`src/rtl/data_mem_arbiter_pkg.sv`:
```
// Shared types and helpers for the data-memory arbiter: access sizes, FSM states,
// and the sub-word lane merge used by read-modify-write stores.
package data_mem_arbiter_pkg;

   localparam int unsigned WORD_W = 32;
   localparam int unsigned LANE_W = 2;

   typedef enum logic [1:0] {
      SIZE_WORD     = 2'b00,
      SIZE_HALF     = 2'b01,
      SIZE_BYTE     = 2'b10,
      SIZE_WORD_ALT = 2'b11
   } size_e;

   typedef enum logic [1:0] {
      ST_IDLE      = 2'd0,
      ST_ACCESS    = 2'd1,
      ST_RMW_READ  = 2'd2,
      ST_RMW_WRITE = 2'd3
   } state_e;

   function automatic logic is_subword(input size_e size);
      return (size == SIZE_HALF) || (size == SIZE_BYTE);
   endfunction

   function automatic logic is_misaligned(input size_e size, input logic [LANE_W-1:0] lane);
      return (size == SIZE_HALF) && lane[0];
   endfunction

   // Little-endian lane insert: byte lane = lane, half lane = lane[1].
   function automatic logic [WORD_W-1:0] merge_lanes(
      input logic [WORD_W-1:0] old_word,
      input logic [WORD_W-1:0] wdata,
      input size_e             size,
      input logic [LANE_W-1:0] lane
   );
      logic [WORD_W-1:0] merged;
      merged = old_word;
      case (size)
         SIZE_HALF: merged[{lane[1], 4'b0000} +: 16] = wdata[15:0];
         SIZE_BYTE: merged[{lane, 3'b000} +: 8]      = wdata[7:0];
         default:   merged                           = wdata;
      endcase
      return merged;
   endfunction

endpackage

```
`src/rtl/data_mem_arbiter_store_merge.sv`:
```
// Combinational merge of store data into the old memory word for sub-word stores.
module data_mem_arbiter_store_merge
   import data_mem_arbiter_pkg::*;
(
   input  logic [WORD_W-1:0] old_word,
   input  logic [WORD_W-1:0] wdata,
   input  size_e             size,
   input  logic [LANE_W-1:0] lane,
   output logic [WORD_W-1:0] merged_c
);

   assign merged_c = merge_lanes(old_word, wdata, size, lane);

endmodule

```
`src/rtl/data_mem_arbiter.sv`:
```
// Two-port arbiter in front of a single-ported data memory: round-robin grant between
// the pipeline port (P0, byte/half/word) and the loader port (P1, word only).
module data_mem_arbiter
   import data_mem_arbiter_pkg::*;
#(
   parameter int unsigned ADDR_W = 32,
   parameter int unsigned DATA_W = 32
) (
   input  logic              Clk,
   input  logic              Rst,

   input  logic              P0_Req,
   input  logic              P0_Write,
   input  logic [1:0]        P0_Size,
   input  logic [ADDR_W-1:0] P0_Addr,
   input  logic [DATA_W-1:0] P0_WData,
   output logic              P0_Ack,
   output logic [DATA_W-1:0] P0_RData,
   output logic              P0_Err,
   output logic              Stall,

   input  logic              P1_Req,
   input  logic              P1_Write,
   input  logic [ADDR_W-1:0] P1_Addr,
   input  logic [DATA_W-1:0] P1_WData,
   output logic              P1_Ack,
   output logic [DATA_W-1:0] P1_RData,

   output logic [ADDR_W-1:0] Mem_Addr,
   output logic [DATA_W-1:0] Mem_WData,
   output logic              Mem_Read,
   output logic              Mem_Write,
   input  logic [DATA_W-1:0] Mem_RData
);

   state_e              state_q;
   logic                prio_p1_q;
   size_e               size_q;
   logic [LANE_W-1:0]   lane_q;
   logic [DATA_W-1:0]   wdata_q;

   logic                p0_ack_q;
   logic                p0_err_q;
   logic                p1_ack_q;
   logic                mem_read_q;
   logic                mem_write_q;
   logic [ADDR_W-1:0]   mem_addr_q;
   logic [DATA_W-1:0]   mem_wdata_q;

   logic                grant_p0;
   logic                grant_p1;
   logic                g_write;
   size_e               g_size;
   logic [ADDR_W-1:0]   g_addr;
   logic [DATA_W-1:0]   g_wdata;
   logic                g_misaligned;
   logic                g_rmw;
   logic [DATA_W-1:0]   merged;

   // Grant selection and the fields of the winning port.
   always_comb begin
      grant_p0     = P0_Req & (~P1_Req | ~prio_p1_q);
      grant_p1     = P1_Req & ~grant_p0;
      g_write      = P0_Write;
      g_size       = size_e'(P0_Size);
      g_addr       = P0_Addr;
      g_wdata      = P0_WData;
      if (grant_p1) begin
         g_write = P1_Write;
         g_size  = SIZE_WORD;
         g_addr  = P1_Addr;
         g_wdata = P1_WData;
      end
      g_misaligned = is_misaligned(g_size, g_addr[1:0]);
      g_rmw        = g_write & is_subword(g_size) & ~g_misaligned;
   end

   data_mem_arbiter_store_merge store_merge (
      .old_word (Mem_RData),
      .wdata    (wdata_q),
      .size     (size_q),
      .lane     (lane_q),
      .merged_c (merged)
   );

   // Arbiter FSM with registered memory-side and ack outputs.
   always_ff @(posedge Clk) begin
      if (!Rst) begin
         state_q     <= ST_IDLE;
         prio_p1_q   <= 1'b0;
         size_q      <= SIZE_WORD;
         lane_q      <= '0;
         wdata_q     <= '0;
         p0_ack_q    <= 1'b0;
         p0_err_q    <= 1'b0;
         p1_ack_q    <= 1'b0;
         mem_read_q  <= 1'b0;
         mem_write_q <= 1'b0;
         mem_addr_q  <= '0;
         mem_wdata_q <= '0;
      end else begin
         p0_ack_q    <= 1'b0;
         p0_err_q    <= 1'b0;
         p1_ack_q    <= 1'b0;
         mem_read_q  <= 1'b0;
         mem_write_q <= 1'b0;
         case (state_q)
            ST_IDLE: begin
               if (grant_p0 | grant_p1) begin
                  prio_p1_q  <= grant_p0;
                  size_q     <= g_size;
                  lane_q     <= g_addr[1:0];
                  wdata_q    <= g_wdata;
                  mem_addr_q <= {g_addr[ADDR_W-1:2], 2'b00};
                  if (g_misaligned) begin
                     state_q  <= ST_ACCESS;
                     p0_ack_q <= 1'b1;
                     p0_err_q <= 1'b1;
                  end else if (g_rmw) begin
                     state_q    <= ST_RMW_READ;
                     mem_read_q <= 1'b1;
                  end else begin
                     state_q     <= ST_ACCESS;
                     mem_read_q  <= ~g_write;
                     mem_write_q <= g_write;
                     p0_ack_q    <= grant_p0;
                     p1_ack_q    <= grant_p1;
                     if (g_write) begin
                        mem_wdata_q <= g_wdata;
                     end
                  end
               end
            end
            ST_ACCESS: begin
               state_q <= ST_IDLE;
            end
            // The write-data register doubles as the merge register for the RMW word.
            ST_RMW_READ: begin
               state_q     <= ST_RMW_WRITE;
               mem_wdata_q <= merged;
               mem_write_q <= 1'b1;
               p0_ack_q    <= 1'b1;
            end
            ST_RMW_WRITE: begin
               state_q <= ST_IDLE;
            end
            default: begin
               state_q <= ST_IDLE;
            end
         endcase
      end
   end

   // Reset masks outputs immediately so an in-flight RMW write never reaches memory.
   assign P0_Ack    = p0_ack_q & Rst;
   assign P0_Err    = p0_err_q & Rst;
   assign P1_Ack    = p1_ack_q & Rst;
   assign Mem_Read  = mem_read_q & Rst;
   assign Mem_Write = mem_write_q & Rst;
   assign Mem_Addr  = Rst ? mem_addr_q : '0;
   assign Mem_WData = Rst ? mem_wdata_q : '0;

   // Memory reads are combinational, so load data is forwarded during the Ack cycle.
   assign P0_RData  = P0_Ack ? Mem_RData : '0;
   assign P1_RData  = P1_Ack ? Mem_RData : '0;
   assign Stall     = P0_Req & ~P0_Ack;

endmodule

```
`config.mk`:
```
export PLATFORM = sky130hd
export DESIGN_NAME = data_mem_arbiter
export DESIGN_NICKNAME = d
export VERILOG_FILES = /design/src/rtl/data_mem_arbiter_pkg.sv /design/src/rtl/data_mem_arbiter_store_merge.sv /design/src/rtl/data_mem_arbiter.sv
export SDC_FILE = /design/constraint.sdc
export NUM_CORES = 1
export LEC_CHECK = 0
export ABC_AREA = 0
export CORE_UTILIZATION = 43
export CTS_CLUSTER_SIZE = 10
export DETAILED_ROUTE_END_ITERATION = 10
export PLACE_DENSITY_LB_ADDON = 0.2
export SETUP_SLACK_MARGIN = 0.3
export SYNTH_ARGS = -nofsm -noshare
export SYNTH_HDL_FRONTEND = slang
export SYNTH_SLANG_ARGS = --single-unit
```
`constraint.sdc`:
```
create_clock -name Clk -period 3.5 [get_ports Clk]
set_input_delay 0.525 -clock Clk [delete_from_list [all_inputs] [get_ports Clk]]
set_output_delay 0.525 -clock Clk [all_outputs]
set_load 0.1 [all_outputs]
```
==> impl_summary.log <==
INFO  metric clock_tree.root_cell = sky130_fd_sc_hd__clkbuf_16
INFO  metric synth.top_cells.by_area = sky130_fd_sc_hd__dfxtp_1 (32%), sky130_fd_sc_hd__nand2_1 (9.2%), sky130_fd_sc_hd__and3_1 (6.0%)
INFO  metric latest_clock_arrival_within_the_worst_skew_pair = 0.36 ns
INFO  metric outcome = completed
INFO  metric met2_usage = 0.467
INFO  metric slew_headroom = 0.246
INFO  metric h-tree-depth = 3
INFO  metric post-place-cells = 1299
INFO  metric synth.ff_latch_count = 106
INFO  metric detail_route.wl_per_cell = 17.4 um
INFO  metric first_global_vias = 6690
INFO  metric num_vias = 7383
INFO  metric finalHoldWorstSlack = 0.470 ns
INFO  metric yosysTopAreaCell = sky130_fd_sc_hd__dfxtp_1
INFO  metric vdd_drop_max = 336 uV
INFO  metric worst_ep_required_time = 3.78 ns
INFO  metric final.min_clock_period = 2.88 ns
INFO  metric worst_slew_pin_tran = 1.13 ns
INFO  metric fraction_of_final_layout_cells_with_drive_strength_greater_than_1 = 0.186
INFO  metric synthDistinctLibCells = 45
INFO  metric place.gp.congestion = 0.874
INFO  metric ys.warnings.count = 0
INFO  metric crit_fanout = 18
INFO  metric synth_cells = 879
INFO  metric postRouteAntennaNets = 0
INFO  metric resized_gates_after_cts = 0
INFO  metric standby_leakage_power = 4.43 nW
INFO  metric drc = 0
INFO  metric leading_cell_types_in_the_layout_fill_and_taps_excluded = sky130_fd_sc_hd__clkdlybuf4s50_1 (166), sky130_fd_sc_hd__nand2_1 (164), sky130_fd_sc_hd__buf_4 (154)
INFO  metric fin_crit_share = 0.822
INFO  metric first_pass_iters = 5
INFO  metric final_cells = 1314
INFO  metric postCtsSetupBuffers = 0
INFO  metric drv_cap = 0
INFO  metric tns = 0 ns
INFO  metric worst_hold_path.num_cells = 2
INFO  metric post-synth-top-area-fraction = 0.316
INFO  metric tritoncts = done
INFO  metric worst_case_reg_to_reg_path_depth = 7
INFO  metric arrival_time_of_the_worst_setup_path = 3.16 ns
INFO  metric cts_hold_buffers = 0
INFO  metric power_density = 440 mW/mm^2
INFO  metric antenna-diode-count = 0
INFO  metric dr.first_iter.drc_count = 664
INFO  metric syn_to_final_growth = 45.2%
INFO  metric initial_core_util = 0.441
INFO  metric gr-total-overflow = 0
INFO  metric clk_pin_slew = 0.07 ns
INFO  metric met3_usage = 0.0865
INFO  metric net_count_reported_at_finish = 1298
INFO  metric report.final.slew_viol_count = 0
INFO  metric synth.yosys.seq_area_share = 0.316
INFO  metric worstSetupPathType = input pin to flip-flop
INFO  metric viasPerCell = 5.62
INFO  metric setup_repair_after_global_routing_missed_its_margin = false
INFO  metric globalRouteTotalUtil = 0.277
INFO  metric hpwlAfterDp = 16700 um
INFO  metric syn_avg_cell_area = 7.63 um^2
INFO  metric grt_busiest_layer = met2
INFO  metric clock-skew-final = 0.00718 ns
INFO  metric boundaryPins = 302
INFO  metric numCtsBuffers = 9
INFO  metric setup_viol = 0
INFO  metric grt_pass1_wl = 35200 um
INFO  metric critical_path.endpoint_type = flip-flop
INFO  metric met1_usage = 0.339
INFO  metric holdCritPathClass = flip-flop to flip-flop
INFO  metric count_of_endpoints_failing_hold_in_the_final_timing_report = 0
INFO  metric dieWidth = 127 um
INFO  metric grt_antenna_before_repair = 0
INFO  metric clk_path_buf_depth = 2
INFO  metric design.core.area = 0.0152 mm^2
INFO  metric fp.dieArea = 0.0161 mm^2
INFO  metric achievable-frequency = 0.347 GHz
INFO  metric maximum_number_of_pins_on_one_net_before_global_route_repair = 78
INFO  metric std_cell_rows = 45
INFO  metric mappedNetlistArea = 0.00671 mm^2
INFO  metric die_h = 127 um
INFO  metric wl = 22800 um
INFO  metric numPortBuffers = 299
INFO  metric mostFrequentLayoutCell = sky130_fd_sc_hd__clkdlybuf4s50_1
INFO  metric critPathLaunchType = input pin
INFO  metric clock_tree_sinks = 106
synthesized netlist by cell type:
master,instances
sky130_fd_sc_hd__a211oi_1,16
sky130_fd_sc_hd__ha_1,8
sky130_fd_sc_hd__a311oi_1,41
sky130_fd_sc_hd__nand2b_1,6
sky130_fd_sc_hd__o221a_2,8
sky130_fd_sc_hd__or2_2,1
sky130_fd_sc_hd__o21a_1,1
sky130_fd_sc_hd__a221oi_1,32
sky130_fd_sc_hd__and2_1,53
sky130_fd_sc_hd__nand4b_1,7
sky130_fd_sc_hd__a221o_1,8
sky130_fd_sc_hd__o32ai_1,1
sky130_fd_sc_hd__conb_1,1
sky130_fd_sc_hd__nor3_1,8
sky130_fd_sc_hd__o21ai_1,1
sky130_fd_sc_hd__mux2_2,18
sky130_fd_sc_hd__mux2_4,6
sky130_fd_sc_hd__clkbuf_1,60
sky130_fd_sc_hd__o22ai_1,8
sky130_fd_sc_hd__nor2b_1,13
sky130_fd_sc_hd__a31o_1,1
sky130_fd_sc_hd__mux2i_1,33
sky130_fd_sc_hd__buf_4,4
sky130_fd_sc_hd__nor3_2,1
sky130_fd_sc_hd__nand3_1,2
sky130_fd_sc_hd__o211ai_1,16
sky130_fd_sc_hd__buf_1,12
sky130_fd_sc_hd__and3_1,64
sky130_fd_sc_hd__nand4_1,11
sky130_fd_sc_hd__a211o_1,1
sky130_fd_sc_hd__or3b_2,1
sky130_fd_sc_hd__a2111oi_0,1
sky130_fd_sc_hd__nor4b_2,1
sky130_fd_sc_hd__and3b_1,1
sky130_fd_sc_hd__o21ai_0,20
sky130_fd_sc_hd__dfxtp_1,106
sky130_fd_sc_hd__inv_1,31
sky130_fd_sc_hd__buf_2,13
sky130_fd_sc_hd__buf_6,1
sky130_fd_sc_hd__o311ai_0,1
sky130_fd_sc_hd__nand2_1,165
sky130_fd_sc_hd__nor4bb_1,2
sky130_fd_sc_hd__nor2_1,68
sky130_fd_sc_hd__or4_1,1
sky130_fd_sc_hd__a21oi_1,25
worst max-delay path: stages:
cell                              delay (ns)
sky130_fd_sc_hd__clkdlybuf4s50_1        0.44
sky130_fd_sc_hd__nand2b_1               0.14
sky130_fd_sc_hd__nand2_2                0.10
sky130_fd_sc_hd__and2_1                 0.18
sky130_fd_sc_hd__ha_1                   0.37
sky130_fd_sc_hd__nand2_1                0.07
sky130_fd_sc_hd__o21ai_1                0.20
sky130_fd_sc_hd__a31o_2                 0.58
sky130_fd_sc_hd__buf_4                  0.33
sky130_fd_sc_hd__mux2i_1                0.21
flip-flops by register name, summed over array words and instances, names as in the netlist, 2 cells and up:
name,count
size_q,2
mem_addr_q,30
state_q,2
mem_wdata_q,32
wdata_q,32
lane_q,2
stage by stage:
stage	util	total power [W]	area, um^2	setup slack, ns
global placement	0.620	0.00317	9420	0.329
finish	0.641	0.00428	9740	0.622
CTS	0.641	0.00429	9740	0.614
floorplan	-	0.00268	6710	0.320
detailed placement	0.620	0.00319	9420	0.251
global route	0.641	0.00447	9740	0.421
where the power goes:
group / switching (W) / leakage, nW / internal [W]
clock network: 0.000444 / 0.156 / 0.000663
logic: 0.00110 / 3.40 / 0.000590
registers: 0.000116 / 0.875 / 0.00136
cells by family (layout without fill, tap and decap cells):
family / Yosys count / count (layout) / synth area share
adder cells (fa/ha/maj): 8 / 8 / 0.0149
other: 1 / 2 / 0.000559
multiplexers: 57 / 57 / 0.0929
AO/OA/AOI/OAI: 181 / 181 / 0.206
flip-flops: 106 / 106 / 0.316
AND/OR/NAND/NOR: 405 / 405 / 0.296
buffers and inverters: 121 / 367 / 0.0735
path summary, 6_finish.rpt:
kind,startpoint,end,slack (ns)
max,P0_Req,mem_wdata_q[29]$_SDFFE_PN0P_,0.62
min,mem_wdata_q[30]$_SDFFE_PN0P_,mem_wdata_q[30]$_SDFFE_PN0P_,0.47
max reg2reg,size_q[0]$_SDFFE_PN0P_,mem_wdata_q[10]$_SDFFE_PN0P_,0.74
min reg2reg,mem_wdata_q[30]$_SDFFE_PN0P_,mem_wdata_q[30]$_SDFFE_PN0P_,0.47
cell type report:
type / instances / area (um^2)
Sequential cell: 106 / 2120
Tap cell: 188 / 235
Clock buffer: 13 / 260
Multi-Input combinational cell: 653 / 4110
Clock inverter: 2 / 60.1
Timing Repair Buffer: 321 / 2840
Inverter: 31 / 116
Fill cell: 1435 / 5460
metal layers:
layer  part of all wire  up-vias
met4              0.020        0
li1                   -     3621
met2               0.48      301
met3              0.080       38
met5                  0        -
met1               0.42     3423
No activity file was read; power rests on OpenSTA's default activity.
